`config.mk`:
```
export PLATFORM = sky130hd
export DESIGN_NAME = fifo_ctrl_flat
export DESIGN_NICKNAME = d
export VERILOG_FILES = /design/src/rtl/fifo_ctrl_if.sv /design/src/rtl/fifo_ctrl.sv /design/src/flat_wrapper.sv
export SDC_FILE = /design/constraint.sdc
export NUM_CORES = 1
export LEC_CHECK = 0
export ABC_AREA = 1
export CAP_MARGIN = 40
export CELL_PAD_IN_SITES_DETAIL_PLACEMENT = 1
export CELL_PAD_IN_SITES_GLOBAL_PLACEMENT = 2
export CORE_MARGIN = 4
export CORE_UTILIZATION = 28
export DETAILED_ROUTE_END_ITERATION = 10
export HOLD_SLACK_MARGIN = 0.03
export PLACE_DENSITY = 0.8
export SYNTH_ARGS = -nofsm -noshare
export SYNTH_HDL_FRONTEND = slang
export SYNTH_SLANG_ARGS = --single-unit
```
`constraint.sdc`:
```
create_clock -name clk -period 5.15 [get_ports clk]
set_clock_uncertainty 0.2 [all_clocks]
set_input_delay 0.515 -clock clk [delete_from_list [all_inputs] [get_ports clk]]
set_output_delay 0.515 -clock clk [all_outputs]
set_load 0.05 [all_outputs]
```
`src/rtl/fifo_ctrl_if.sv`:
```
`default_nettype none
// ==========================================================================
// fifo_ctrl_if : push/pop valid-ready handshake bundle for fifo_ctrl
// Revision 1.0 : initial release
// ==========================================================================
interface fifo_ctrl_if #(
  parameter int DATA_WIDTH = 8
);
  logic                  wr_valid;
  logic                  wr_ready;
  logic [DATA_WIDTH-1:0] wr_data;
  logic                  rd_valid;
  logic                  rd_ready;
  logic [DATA_WIDTH-1:0] rd_data;

  modport master (
    output wr_valid, wr_data, rd_ready,
    input  wr_ready, rd_valid, rd_data
  );

  modport slave (
    input  wr_valid, wr_data, rd_ready,
    output wr_ready, rd_valid, rd_data
  );
endinterface
`default_nettype wire

```
`src/rtl/fifo_ctrl.sv`:
```
`default_nettype none
// ==========================================================================
// fifo_ctrl : FIFO controller over a 1-cycle-latency dual-port RAM, 2-word output buffer
// Revision 1.0 : initial release
// ==========================================================================
module fifo_ctrl #(
  parameter int DATA_WIDTH = 8,
  parameter int ADDR_WIDTH = 8,
  parameter int AFULL_LVL  = (1 << ADDR_WIDTH) - 2,
  parameter int AEMPTY_LVL = 2
) (
  input  wire logic                  clk,
  input  wire logic                  rst,
  input  wire logic                  flush,
  fifo_ctrl_if.slave                 bus,
  output logic [ADDR_WIDTH-1:0]      ram_address_0,
  output logic                       ram_chip_enable_0,
  output logic                       ram_write_read_0,
  output logic [DATA_WIDTH-1:0]      ram_data_0,
  output logic [ADDR_WIDTH-1:0]      ram_address_1,
  output logic                       ram_chip_enable_1,
  output logic                       ram_write_read_1,
  input  wire logic [DATA_WIDTH-1:0] ram_data_1,
  output logic [ADDR_WIDTH+1:0]      count,
  output logic                       full,
  output logic                       empty,
  output logic                       almost_full,
  output logic                       almost_empty
);

  localparam int                  RAM_DEPTH = 1 << ADDR_WIDTH;
  localparam int                  CW        = ADDR_WIDTH + 2;
  localparam logic [ADDR_WIDTH:0] c_depth   = (ADDR_WIDTH + 1)'(RAM_DEPTH);
  localparam logic [CW-1:0]       c_afull   = CW'(AFULL_LVL);
  localparam logic [CW-1:0]       c_aempty  = CW'(AEMPTY_LVL);

  logic [ADDR_WIDTH-1:0] wr_ptr_q, wr_ptr_d;
  logic [ADDR_WIDTH-1:0] rd_ptr_q, rd_ptr_d;
  logic [ADDR_WIDTH:0]   mem_cnt_q, mem_cnt_d;
  logic                  inflight_q, inflight_d;
  logic [1:0]            ob_cnt_q, ob_cnt_d;
  logic [DATA_WIDTH-1:0] ob0_q, ob0_d;
  logic [DATA_WIDTH-1:0] ob1_q, ob1_d;

  logic                  wr_ready;
  logic                  rd_valid;
  logic                  push;
  logic                  pop;
  logic                  issue;
  logic [2:0]            ob_level;

  always_comb begin
    wr_ready = (mem_cnt_q != c_depth);
    rd_valid = (ob_cnt_q != 2'd0);
    // rst gates the strobes so both RAM enables drop the instant reset rises
    push     = bus.wr_valid & wr_ready & ~flush & ~rst;
    pop      = rd_valid & bus.rd_ready & ~flush & ~rst;
    ob_level = {1'b0, ob_cnt_q} + {2'b00, inflight_q} - {2'b00, pop};
    issue    = ~flush & ~rst & (mem_cnt_q != '0) & (ob_level < 3'd2);
  end

  always_comb begin
    wr_ptr_d   = wr_ptr_q + ADDR_WIDTH'(push);
    rd_ptr_d   = rd_ptr_q + ADDR_WIDTH'(issue);
    mem_cnt_d  = mem_cnt_q + (ADDR_WIDTH + 1)'(push) - (ADDR_WIDTH + 1)'(issue);
    inflight_d = issue;
    ob0_d      = ob0_q;
    ob1_d      = ob1_q;
    ob_cnt_d   = ob_cnt_q;
    if (pop) begin
      ob0_d    = ob1_q;
      ob_cnt_d = ob_cnt_q - 2'd1;
    end
    // RAM word lands behind whatever survives this cycle's pop
    if (inflight_q) begin
      if (ob_cnt_d == 2'd0) begin
        ob0_d = ram_data_1;
      end else begin
        ob1_d = ram_data_1;
      end
      ob_cnt_d = ob_cnt_d + 2'd1;
    end
    if (flush) begin
      wr_ptr_d   = '0;
      rd_ptr_d   = '0;
      mem_cnt_d  = '0;
      inflight_d = 1'b0;
      ob_cnt_d   = 2'd0;
    end
  end

  always_ff @(posedge clk or posedge rst) begin
    if (rst) begin
      wr_ptr_q   <= '0;
      rd_ptr_q   <= '0;
      mem_cnt_q  <= '0;
      inflight_q <= 1'b0;
      ob_cnt_q   <= 2'd0;
      ob0_q      <= '0;
      ob1_q      <= '0;
    end else begin
      wr_ptr_q   <= wr_ptr_d;
      rd_ptr_q   <= rd_ptr_d;
      mem_cnt_q  <= mem_cnt_d;
      inflight_q <= inflight_d;
      ob_cnt_q   <= ob_cnt_d;
      ob0_q      <= ob0_d;
      ob1_q      <= ob1_d;
    end
  end

  assign bus.wr_ready      = wr_ready;
  assign bus.rd_valid      = rd_valid;
  assign bus.rd_data       = ob0_q;

  assign ram_address_0     = wr_ptr_q;
  assign ram_chip_enable_0 = push;
  assign ram_write_read_0  = push;
  assign ram_data_0        = bus.wr_data;
  assign ram_address_1     = rd_ptr_q;
  assign ram_chip_enable_1 = issue;
  assign ram_write_read_1  = 1'b0;

  assign count        = CW'(mem_cnt_q) + CW'(inflight_q) + CW'(ob_cnt_q);
  assign full         = (mem_cnt_q == c_depth);
  assign empty        = (count == '0);
  assign almost_full  = (count >= c_afull);
  assign almost_empty = (count <= c_aempty);

endmodule
`default_nettype wire

```
`src/flat_wrapper.sv`:
```
// flat-port wrapper written by rule: the top's interface ports become plain ports
module fifo_ctrl_flat 
#(
  parameter int DATA_WIDTH = 8,
  parameter int ADDR_WIDTH = 8,
  parameter int AFULL_LVL  = (1 << ADDR_WIDTH) - 2,
  parameter int AEMPTY_LVL = 2
)
  (clk, rst, flush, ram_address_0, ram_chip_enable_0, ram_write_read_0, ram_data_0, ram_address_1, ram_chip_enable_1, ram_write_read_1, ram_data_1, count, full, empty, almost_full, almost_empty, bus_wr_valid, bus_wr_data, bus_rd_ready, bus_wr_ready, bus_rd_valid, bus_rd_data);
  fifo_ctrl_if #(.DATA_WIDTH(DATA_WIDTH)) bus_i ();
  input  wire logic clk;
  input  wire logic rst;
  input  wire logic flush;
  output logic [ADDR_WIDTH-1:0] ram_address_0;
  output logic ram_chip_enable_0;
  output logic ram_write_read_0;
  output logic [DATA_WIDTH-1:0] ram_data_0;
  output logic [ADDR_WIDTH-1:0] ram_address_1;
  output logic ram_chip_enable_1;
  output logic ram_write_read_1;
  input  wire logic [DATA_WIDTH-1:0] ram_data_1;
  output logic [ADDR_WIDTH+1:0] count;
  output logic full;
  output logic empty;
  output logic almost_full;
  output logic almost_empty;
  input wire logic [$bits(bus_i.wr_valid)-1:0] bus_wr_valid;
  input wire logic [$bits(bus_i.wr_data)-1:0] bus_wr_data;
  input wire logic [$bits(bus_i.rd_ready)-1:0] bus_rd_ready;
  output wire logic [$bits(bus_i.wr_ready)-1:0] bus_wr_ready;
  output wire logic [$bits(bus_i.rd_valid)-1:0] bus_rd_valid;
  output wire logic [$bits(bus_i.rd_data)-1:0] bus_rd_data;
  assign bus_i.wr_valid = bus_wr_valid;
  assign bus_i.wr_data = bus_wr_data;
  assign bus_i.rd_ready = bus_rd_ready;
  assign bus_wr_ready = bus_i.wr_ready;
  assign bus_rd_valid = bus_i.rd_valid;
  assign bus_rd_data = bus_i.rd_data;
  fifo_ctrl #(.DATA_WIDTH(DATA_WIDTH), .ADDR_WIDTH(ADDR_WIDTH), .AFULL_LVL(AFULL_LVL), .AEMPTY_LVL(AEMPTY_LVL)) u_core (.clk(clk), .rst(rst), .flush(flush), .bus(bus_i), .ram_address_0(ram_address_0), .ram_chip_enable_0(ram_chip_enable_0), .ram_write_read_0(ram_write_read_0), .ram_data_0(ram_data_0), .ram_address_1(ram_address_1), .ram_chip_enable_1(ram_chip_enable_1), .ram_write_read_1(ram_write_read_1), .ram_data_1(ram_data_1), .count(count), .full(full), .empty(empty), .almost_full(almost_full), .almost_empty(almost_empty));
endmodule
```
==> flow_summary.yaml, run 1 <==
run_status:
  status: "finished clean"
clock_tree:
  cts-resized-gates: 0
  cts_made_buffers: 5
  cts_hold_buf: 0
  clk_pin_slew_ns: 0.09
  ctsRootBufferMaster: "clkbuf_8"
  worstSkewPairLatency_ns: 0.30
  ctsLongestPathBuffers: 2
  post_cts_buffers: 0
  cts_tree: "yes"
  htree_levels: 2
  cts_sinks: 44
placed_design:
  place_ws_ns: 0.524
  placed_cell_area_um2: 3470
  hpwl_um: 5630
  gp_congestion: 0.728
  io_buffers: 55
pwr:
  p_seq_frac: 0.257
  cellLeakagePower_nw: 1.72
  fin_total_pwr_mw: 2.10
  pwr-share-comb: 0.611
  power_density_nw_per_um2: 587
  ir_worst_vdd_mv: 0.248
  clockPowerShare: 0.132
  cell_internal_pwr_mw: 1.03
  p_sw_mw: 1.07
  p_sw_frac: 0.509
timing:
  rsz0062_at_grt: "no"
  tns_ns: 0
  finalMaxSlewViolations: 0
  fin_ws_ns: 0.798
  slew_headroom: 0.582
  hold_violations: 0
  finalHoldWorstSlack_ns: 0.301
  layout_min_cycle_time_ns: 4.35
  worst_slew_pin_slew_ns: 0.626
  fmax_mhz: 230
  setup_viol: 0
  period_share: 0.845
detailed_routing:
  dr.pass1.iters: 4
  vias: 2416
  ant_nets: 0
  wl_per_cell_um: 12.9
  drc: 0
  wl_um: 7000
  drt_iter0_drc: 74
  viasPerCell: 4.46
setup_path:
  slowest_stage: "dfrtp_1"
  r2r_cells: 21
  crit_type: "reg -> reg"
  critical_path.max_fanout: 11
  required_ns: 5.19
  cpPeakStageDelay_ns: 0.50
  path_cells: "inv_1 > ha_1 > inv_1 > nand3_4 > inv_4 > ha_1 > or2_2 > fa_1 > xor2_1 > nor3_2 > ha_1 > inv_1 > ha_1 > fa_1 > nand3_1 > nand2_1 > nand3_1 > nand2_1 > nand2_1 > nand2_1 > nor2_1"
  start_kind: "flip-flop"
  cp.arrival_ns: 4.39
  path_delay_family: "adder cells"
  r2r_slack_ns: 0.80
  crit_buf_inv: 4
  crit-reg2reg-capture: "u_core.mem_cnt_q[6]"
  endpoint_kind: "flip-flop"
  reg2reg_from: "u_core.ob_cnt_q[1]"
die:
  coreArea_um2: 9860
  row_count: 36
  io_pins: 73
  start_util: 0.289
  die_h_um: 109
  dieArea_um2: 11900
  die_width_um: 109
grt:
  grt_max_degree: 45
  grt_pass1_wl_um: 11900
  grt_pass1_vias: 2523
  grt.total_usage: 0.127
  antenna_found_initial: 0
  grt-ovfl-total: 0
synth:
  syn_nets: 412
  yosys_warnings: 0
  synth.avg_cell_area_um2: 7.91
  synth_cell_types: 32
  ys_seq_elements: 44
  synthesis.area_um2: 2850
  ys_seq_area_frac: 0.386
  syn_inst: 361
layout:
  multi_input_area_um2: 1410
  layout_common_cells: "nand2_1, inv_1, clkdlybuf4s50_1, nor2_1, dfrtp_1"
  n_antenna_cell: 0
  final_common_cell: "nand2_1"
  fillCellCount: 1202
  nets: 459
  drive_above_1_share: 0.0465
  area_delta_synth_final_pct: 25.5
  fin_area_um2: 3580
  seqCellArea_um2: 1100
worst_hold_path:
  holdPathStages: 2
  min_from: "u_core.ob1_q[0]"
  hp-class: "reg -> reg"
  hold-path-endpoint: "u_core.ob1_q[0]"
flow_run:
  cap_viol_max_count: 0
==> stage by stage <==
stage | util | std cells
floorplan | - | 361
global placement | 0.351 | 534
detailed placement | 0.351 | 534
CTS | 0.363 | 542
global route | 0.363 | 542
finish | 0.363 | 542
==> registers in the layout, indices dropped and copies added (netlist names) <==
register,cells
u_core.ob_cnt_q,2
u_core.mem_cnt_q,9
u_core.ram_address_0,8
u_core.bus.rd_data,8
u_core.ram_address_1,8
u_core.inflight_q,1
u_core.ob1_q,8
==> logic make-up after synthesis <==
family,count (synthesis),share of synthesized area
AOI/OAI and AO/OA,56,0.105
xor gates and xnor gates,4,0.0123
adders and majority gates,30,0.142
buffers and inverters,77,0.123
DFF,44,0.386
muxes,1,0.00526
other,1,0.00131
and+or+nand+nor,148,0.226
==> metal layers <==
| metal | vias to the layer above | wire [um] | share of wire | global-route usage |
|---|---|---|---|---|
| li1 | 1223 | - | - | - |
| met1 | 1141 | 3450 | 0.49 | 0.176 |
| met2 | 45 | 3170 | 0.45 | 0.204 |
| met3 | 7 | 305 | 0.044 | 0.0261 |
| met4 | 0 | 74 | 0.011 | 0.0307 |
| met5 | - | 0 | 0 | 0 |
==> Yosys cell counts <==
cell type   n  area share
nand3b_1    1      0.0026
conb_1      1      0.0013
a21oi_1    16       0.028
nand3_4     1      0.0061
o21bai_1    1      0.0026
o21ai_2     1      0.0031
clkbuf_1    3      0.0039
nand2_4     1      0.0039
buf_6       1      0.0039
ha_1       26        0.11
nand4_1     4      0.0088
nor2_1     51       0.067
xor2_1      4       0.012
buf_4      10       0.026
inv_1      59       0.078
buf_2       2      0.0035
buf_8       1      0.0053
a31oi_1     1      0.0022
a21o_1      1      0.0026
mux2_4      1      0.0053
o21ai_0    22       0.039
nor3_1      6       0.011
or2_1       1      0.0022
o21ai_1     7       0.012
dfrtp_1    44        0.39
o22ai_1     7       0.015
inv_4       1      0.0022
nor2_8      1      0.0070
nand2_1    61       0.080
fa_1        4       0.028
or2_2       1      0.0022
nand3_1    20       0.035
==> worst max path at each step <==
stage / start / end / slack [ns] / depth (start not counted)
2_1_floorplan: u_core.ob_cnt_q[1] / u_core.mem_cnt_q[8] / 0.26 / 21
6_report: u_core.ob_cnt_q[1] / u_core.mem_cnt_q[6] / 0.80 / 21
3_3_place_gp: flush / u_core.mem_cnt_q[6] / 0.65 / 20
4_1_cts: u_core.ob_cnt_q[1] / u_core.mem_cnt_q[6] / 0.74 / 21
5_1_grt: u_core.ob_cnt_q[1] / u_core.mem_cnt_q[6] / 0.42 / 21
3_5_place_dp: flush / u_core.mem_cnt_q[6] / 0.52 / 20
==> worst register-to-register path: cells and delay by family, from the launching register on <==
kind                     cells  cell delay [ns]
adder cells (fa/ha/maj)      6             1.58
AND/OR/NAND/NOR             10             1.33
flip-flops                   1             0.50
buffers and inverters        4             0.48
XOR/XNOR                     1             0.19
==> power groups by stage <==
stage / clock network (mW) / logic, mW / registers, mW
after CTS: 0.288 / 1.31 / 0.544
final: 0.278 / 1.28 / 0.540
after global routing: 0.305 / 1.43 / 0.560
after global placement: 0 / 1.28 / 0.548
after floorplan: 0 / 0.833 / 0.648
after detailed placement: 0 / 1.30 / 0.551
==> cell type report <==
type,count,share of cell area
Sequential cell,44,0.307
Clock inverter,3,0.0129
Inverter,60,0.0636
Timing Repair Buffer,57,0.157
Clock buffer,5,0.0192
Tap cell,133,0.0465
Multi-Input combinational cell,240,0.393
Note: power is estimated with default switching activity, not from simulation.
==> run 2: changes to the inputs <==
==> constraint.sdc (replaced) <==
create_clock -name clk -period 4.4 [get_ports clk]
set_clock_uncertainty 0.2 [all_clocks]
set_input_delay 0.44 -clock clk [delete_from_list [all_inputs] [get_ports clk]]
set_output_delay 0.44 -clock clk [all_outputs]
set_load 0.05 [all_outputs]
==> run 2 against run 1 <==
Compared with the run above: combinational power increased by 23%; non-clock buffer count up 2; die area unchanged; first-iteration DRC count increased by 23%; cell area is 3.1% higher; global-route usage increased by 0.76 points; power up 22%; via count rose by 0.66%; sequential share of layout area is 0.88 points lower; clock power up 21%; count of clock-buffer cells in the layout is 1 higher; final cell count rose by 0.37%.
==> flow_summary.yaml, run 2 (synthesized netlist as in run 1, its figures left out) <==
die:
  die_width_um: 109
  coreArea_um2: 9860
  io_pins: 73
  row_count: 36
  start_util: 0.289
  dieArea_um2: 11900
  die_h_um: 109
timing:
  setup_viol: 0
  tns_ns: 0
  fmax_mhz: 249
  period_share: 0.913
  hold_violations: 0
  fin_ws_ns: 0.381
  finalMaxSlewViolations: 0
  layout_min_cycle_time_ns: 4.02
  slew_headroom: 0.562
  rsz0062_at_grt: "no"
  worst_slew_pin_slew_ns: 0.657
setup_path:
  endpoint_kind: "output port"
  cp.arrival_ns: 3.38
  start_kind: "flip-flop"
  slowest_stage: "clkdlybuf4s50_1"
  crit_type: "reg -> out"
  required_ns: 3.76
  cpPeakStageDelay_ns: 0.82
  path_cells: "inv_1 > fa_1 > fa_1 > nor2_1 > nand2_1 > nand2_1 > nand2_1 > nor2_1 > nand3_1 > nor2_1 > clkdlybuf4s50_1"
  r2r_slack_ns: 0.50
  critical_path.max_fanout: 5
grt:
  antenna_found_initial: 0
  grt_max_degree: 35
  grt_pass1_wl_um: 12900
  grt-busiest-layer: "met2"
  grt-ovfl-total: 0
  grt.total_usage: 0.135
  gr-usage-met3: 0.0237
  grt_pass1_vias: 2639
  grtUsageMet1: 0.183
  use_met2: 0.224
clock_tree:
  clk_pin_slew_ns: 0.09
  cts_sinks: 44
  htree_levels: 2
  post_cts_buffers: 0
  ctsLongestPathBuffers: 2
  cts_hold_buf: 0
  cts-resized-gates: 0
  ctsRootBufferMaster: "clkbuf_8"
  cts_made_buffers: 5
  worstSkewPairLatency_ns: 0.30
  cts_tree: "yes"
flow_run:
  cap_viol_max_count: 0
pwr:
  power_density_nw_per_um2: 693
  ir_worst_vdd_mv: 0.285
  cellLeakagePower_nw: 1.74
detailed_routing:
  ant_nets: 0
  vias: 2432
  dr.pass1.iters: 4
  wl_per_cell_um: 13.9
  wl_um: 7540
  drt_iter0_drc: 91
  viasPerCell: 4.47
  drc: 0
layout:
  largest_reg_flops: 9
  layout_common_cells: "nand2_1, inv_1, clkdlybuf4s50_1, nor2_1, dfrtp_1"
  nets: 461
  seqCellArea_um2: 1100
  regMostFlops: "u_core.mem_cnt_q"
  n_antenna_cell: 0
  final_common_cell: "nand2_1"
  multi_input_area_um2: 1470
  drive_above_1_share: 0.0852
  area_delta_synth_final_pct: 29.3
  fillCellCount: 1193
worst_hold_path:
  hp-class: "reg -> reg"
placed_design:
  place_ws_ns: 0.142
  hpwl_um: 5950
  gp_congestion: 0.772
  io_buffers: 55
run_status:
  status: "finished clean"
run 2: cell count changes in the layout (fill, tap and decap cells not counted), moves of 2 or more:
| cell | before | now |
|---|---|---|
| inv_2 | 0 | 3 |
| inv_1 | 58 | 55 |
| nand2_2 | 0 | 2 |
| buf_12 | 0 | 2 |
| fa_2 | 0 | 2 |
| nand2_1 | 61 | 59 |
| ha_1 | 26 | 23 |
| ha_4 | 0 | 2 |
| fa_1 | 4 | 2 |
run 2: cell type report:
cell class | count | area share
Inverter | 60 | 0.0627
Clock buffer | 6 | 0.0224
Sequential cell | 44 | 0.299
Tap cell | 133 | 0.0451
Multi-Input combinational cell | 240 | 0.397
Clock inverter | 2 | 0.0105
Timing Repair Buffer | 59 | 0.163
run 2: worst paths after layout:
path,from,endpoint,cells past startpoint
setup / recovery,u_core.inflight_q,almost_empty,11
hold / removal,u_core.ob1_q[2],u_core.ob1_q[2],2
setup reg to reg,u_core.ob_cnt_q[1],u_core.mem_cnt_q[6],21
hold reg to reg,u_core.ob1_q[2],u_core.ob1_q[2],2
max in group asynchronous,rst,u_core.bus.rd_data[2],3
min in group asynchronous,rst,u_core.ob1_q[4],2
run 2: report_power, final:
group | total [mW] | internal, mW | switching, mW
Sequential | 0.640 | 0.530 | 0.110
Combinational | 1.58 | 0.545 | 1.04
Clock | 0.335 | 0.186 | 0.149
Total | 2.56 | 1.26 | 1.30
run 2: metal layers:
layer,wire [um],share of wire
met3,306,0.041
met5,0,0
met1,3630,0.48
met2,3520,0.47
met4,76,0.010
run 2: stage by stage:
stage	hold slack, ns	util	std cells	power, mW	area, um2
after floorplan	0.259	-	361	1.78	2920
after global placement	0.277	0.360	535	2.20	3550
after detailed placement	0.283	0.362	536	2.24	3570
after CTS	0.304	0.374	544	2.60	3690
after global routing	0.341	0.374	544	2.77	3690
final	0.301	0.374	544	2.56	3690
run 2: critical path, delay by kind of cell, from the launching register on:
kind                       cells  cell delay [ns]
and+or+nand+nor                7             0.80
adders and majority gates      2             0.90
buffers and inverters          2             0.96
DFF                            1             0.41
==> run 3: changes to the inputs <==
--- a/config.mk
+++ b/config.mk
@@ -11,7 +11,9 @@
 export CELL_PAD_IN_SITES_GLOBAL_PLACEMENT = 2
 export CORE_MARGIN = 4
 export CORE_UTILIZATION = 28
+export CTS_CLUSTER_DIAMETER = 80
 export DETAILED_ROUTE_END_ITERATION = 10
+export GPL_TIMING_DRIVEN = 0
 export HOLD_SLACK_MARGIN = 0.03
 export PLACE_DENSITY = 0.8
 export SYNTH_ARGS = -nofsm -noshare
==> constraint.sdc (replaced) <==
create_clock -name clk -period 4.4 [get_ports clk]
set_clock_uncertainty 0.2 [all_clocks]
set_input_delay 0.66 -clock clk [delete_from_list [all_inputs] [get_ports clk]]
set_output_delay 0.66 -clock clk [all_outputs]
set_load 0.05 [all_outputs]
==> run 3 against run 2 <==
Compared with the run above: fmax down 3.1%; sequential cell count unchanged; global-route usage up 0.13 points; sequential power down 0.8%; largest cell class unchanged; highest routed layer unchanged; core utilization up 1.5 points.
==> flow_summary.yaml, run 3 (synthesized netlist as in run 1, its figures left out) <==
run_status:
  status: "finished clean"
grt:
  grt_pass1_wl_um: 12900
  grt-ovfl-total: 0
  grt_pass1_vias: 2716
  grt_max_degree: 35
  grt.total_usage: 0.136
  antenna_found_initial: 0
flow_run:
  cap_viol_max_count: 0
die:
  die_h_um: 109
  die_width_um: 109
  start_util: 0.289
  dieArea_um2: 11900
  row_count: 36
  coreArea_um2: 9860
  io_pins: 73
layout:
  n_antenna_cell: 0
  regMostFlops: "u_core.mem_cnt_q"
  nets: 482
  largest_reg_flops: 9
  final_cell_count_no_fill: 565
  fillCellCount: 1186
  drive_above_1_share: 0.106
  final_common_cell: "nand2_1"
  layout_common_cells: "nand2_1, clkdlybuf4s50_1, inv_1, nor2_1, dfrtp_1"
  area_delta_synth_final_pct: 34.4
clock_tree:
  cts_sinks: 44
  htree_levels: 2
  ctsLongestPathBuffers: 2
  cts_tree: "yes"
  worstSkewPairLatency_ns: 0.31
  ctsRootBufferMaster: "clkbuf_8"
  clk_pin_slew_ns: 0.09
  cts_made_buffers: 5
setup_path:
  crit_path_start: "bus_rd_ready"
  endpoint_kind: "output port"
  cp-endpoint: "ram_chip_enable_1"
  critical_path.max_fanout: 10
  required_ns: 3.54
  r2r_cells: 21
  cpPeakStageDelay_ns: 0.54
  path_cells: "clkdlybuf4s50_1 > nand3_4 > inv_4 > buf_8 > ha_4 > or2_4 > fa_2 > nand2_2 > nor3_4 > clkdlybuf4s15_2"
  crit-reg2reg-capture: "u_core.mem_cnt_q[8]"
  r2r_slack_ns: 0.37
  slowest_stage: "fa_2"
  cp.arrival_ns: 3.29
  reg2reg_from: "u_core.ob_cnt_q[1]"
  start_kind: "input port"
  crit_type: "in -> out"
detailed_routing:
  wl_per_cell_um: 13.5
  viasPerCell: 4.52
  ant_nets: 0
  wl_um: 7650
  vias: 2553
  dr.pass1.iters: 4
  drt_iter0_drc: 40
  drc: 0
pwr:
  cellLeakagePower_nw: 1.86
  power_density_nw_per_um2: 652
  ir_worst_vdd_mv: 0.335
  fin_total_pwr_mw: 2.50
placed_design:
  io_buffers: 62
  dpl.cell_count: 557
  gp_congestion: 0.768
  hpwl_um: 6170
timing:
  period_share: 0.943
  worst_slew_pin_slew_ns: 0.568
  fmax_mhz: 241
  setup_viol: 0
  rsz0062_at_grt: "no"
  finalMaxSlewViolations: 0
  slew_headroom: 0.621
  hold_violations: 0
  layout_min_cycle_time_ns: 4.15
worst_hold_path:
  hp-class: "in -> async"
[run 3: how the worst min path moves through the flow]
stage / start / end / slack [ns]
after global placement: u_core.ob1_q[2] / u_core.ob1_q[2] / 0.28
after CTS: u_core.ob1_q[1] / u_core.ob1_q[1] / 0.31
final: rst / u_core.ob1_q[7] / 0.21
after detailed placement: u_core.ob1_q[1] / u_core.ob1_q[1] / 0.29
after floorplan: u_core.ob1_q[0] / u_core.ob1_q[0] / 0.26
after global routing: rst / u_core.ob1_q[7] / 0.23
[run 3: per-layer routing]
metal	track usage	wire length (um)	share of wire
met5	0	0	0
met4	0.0352	78	0.010
met3	0.0184	248	0.032
met2	0.235	3680	0.48
met1	0.179	3640	0.48
[run 3: through the flow]
stage                util  worst slack (ns)  hold slack [ns]  cell area, um2  setup TNS (ns)
floorplan               -           0.00549            0.259            2920               0
global placement    0.376            -0.406            0.277            3710           -1.50
detailed placement  0.378            -0.431            0.289            3730           -1.84
CTS                 0.388           0.00230            0.311            3830               0
global route        0.389            0.0321            0.228            3830               0
finish              0.389             0.252            0.214            3830               0
[run 3: timing repair]
| item | CTS | global route |
|---|---|---|
| endpoints found under the setup margin | 1 | 10 |
| resized for setup | 3 | 3 |
| pin swaps | 0 | 2 |
| hold buffers | 0 | 0 |
| buffers inserted | 0 | 0 |
[run 3: power breakdown]
group          internal, mW  switching [mW]
clock network         0.129           0.151
registers             0.530           0.105
logic                 0.552            1.03
[run 3: area by class of cell]
| class | instances | area [um2] | area share |
|---|---|---|---|
| Timing Repair Buffer | 63 | 649 | 0.169 |
| Clock inverter | 2 | 13.8 | 0.00359 |
| Sequential cell | 44 | 1100 | 0.287 |
| Clock buffer | 6 | 82.6 | 0.0215 |
| Tap cell | 133 | 166 | 0.0434 |
| Multi-Input combinational cell | 240 | 1470 | 0.382 |
| Buffer | 17 | 123 | 0.0320 |
| Inverter | 60 | 231 | 0.0604 |
[run 3: worst max-delay path, delay by kind of cell]
kind | cells | cell delay [ns]
fa+ha+maj | 2 | 0.74
buf+inv | 4 | 1.17
simple gates | 4 | 0.72
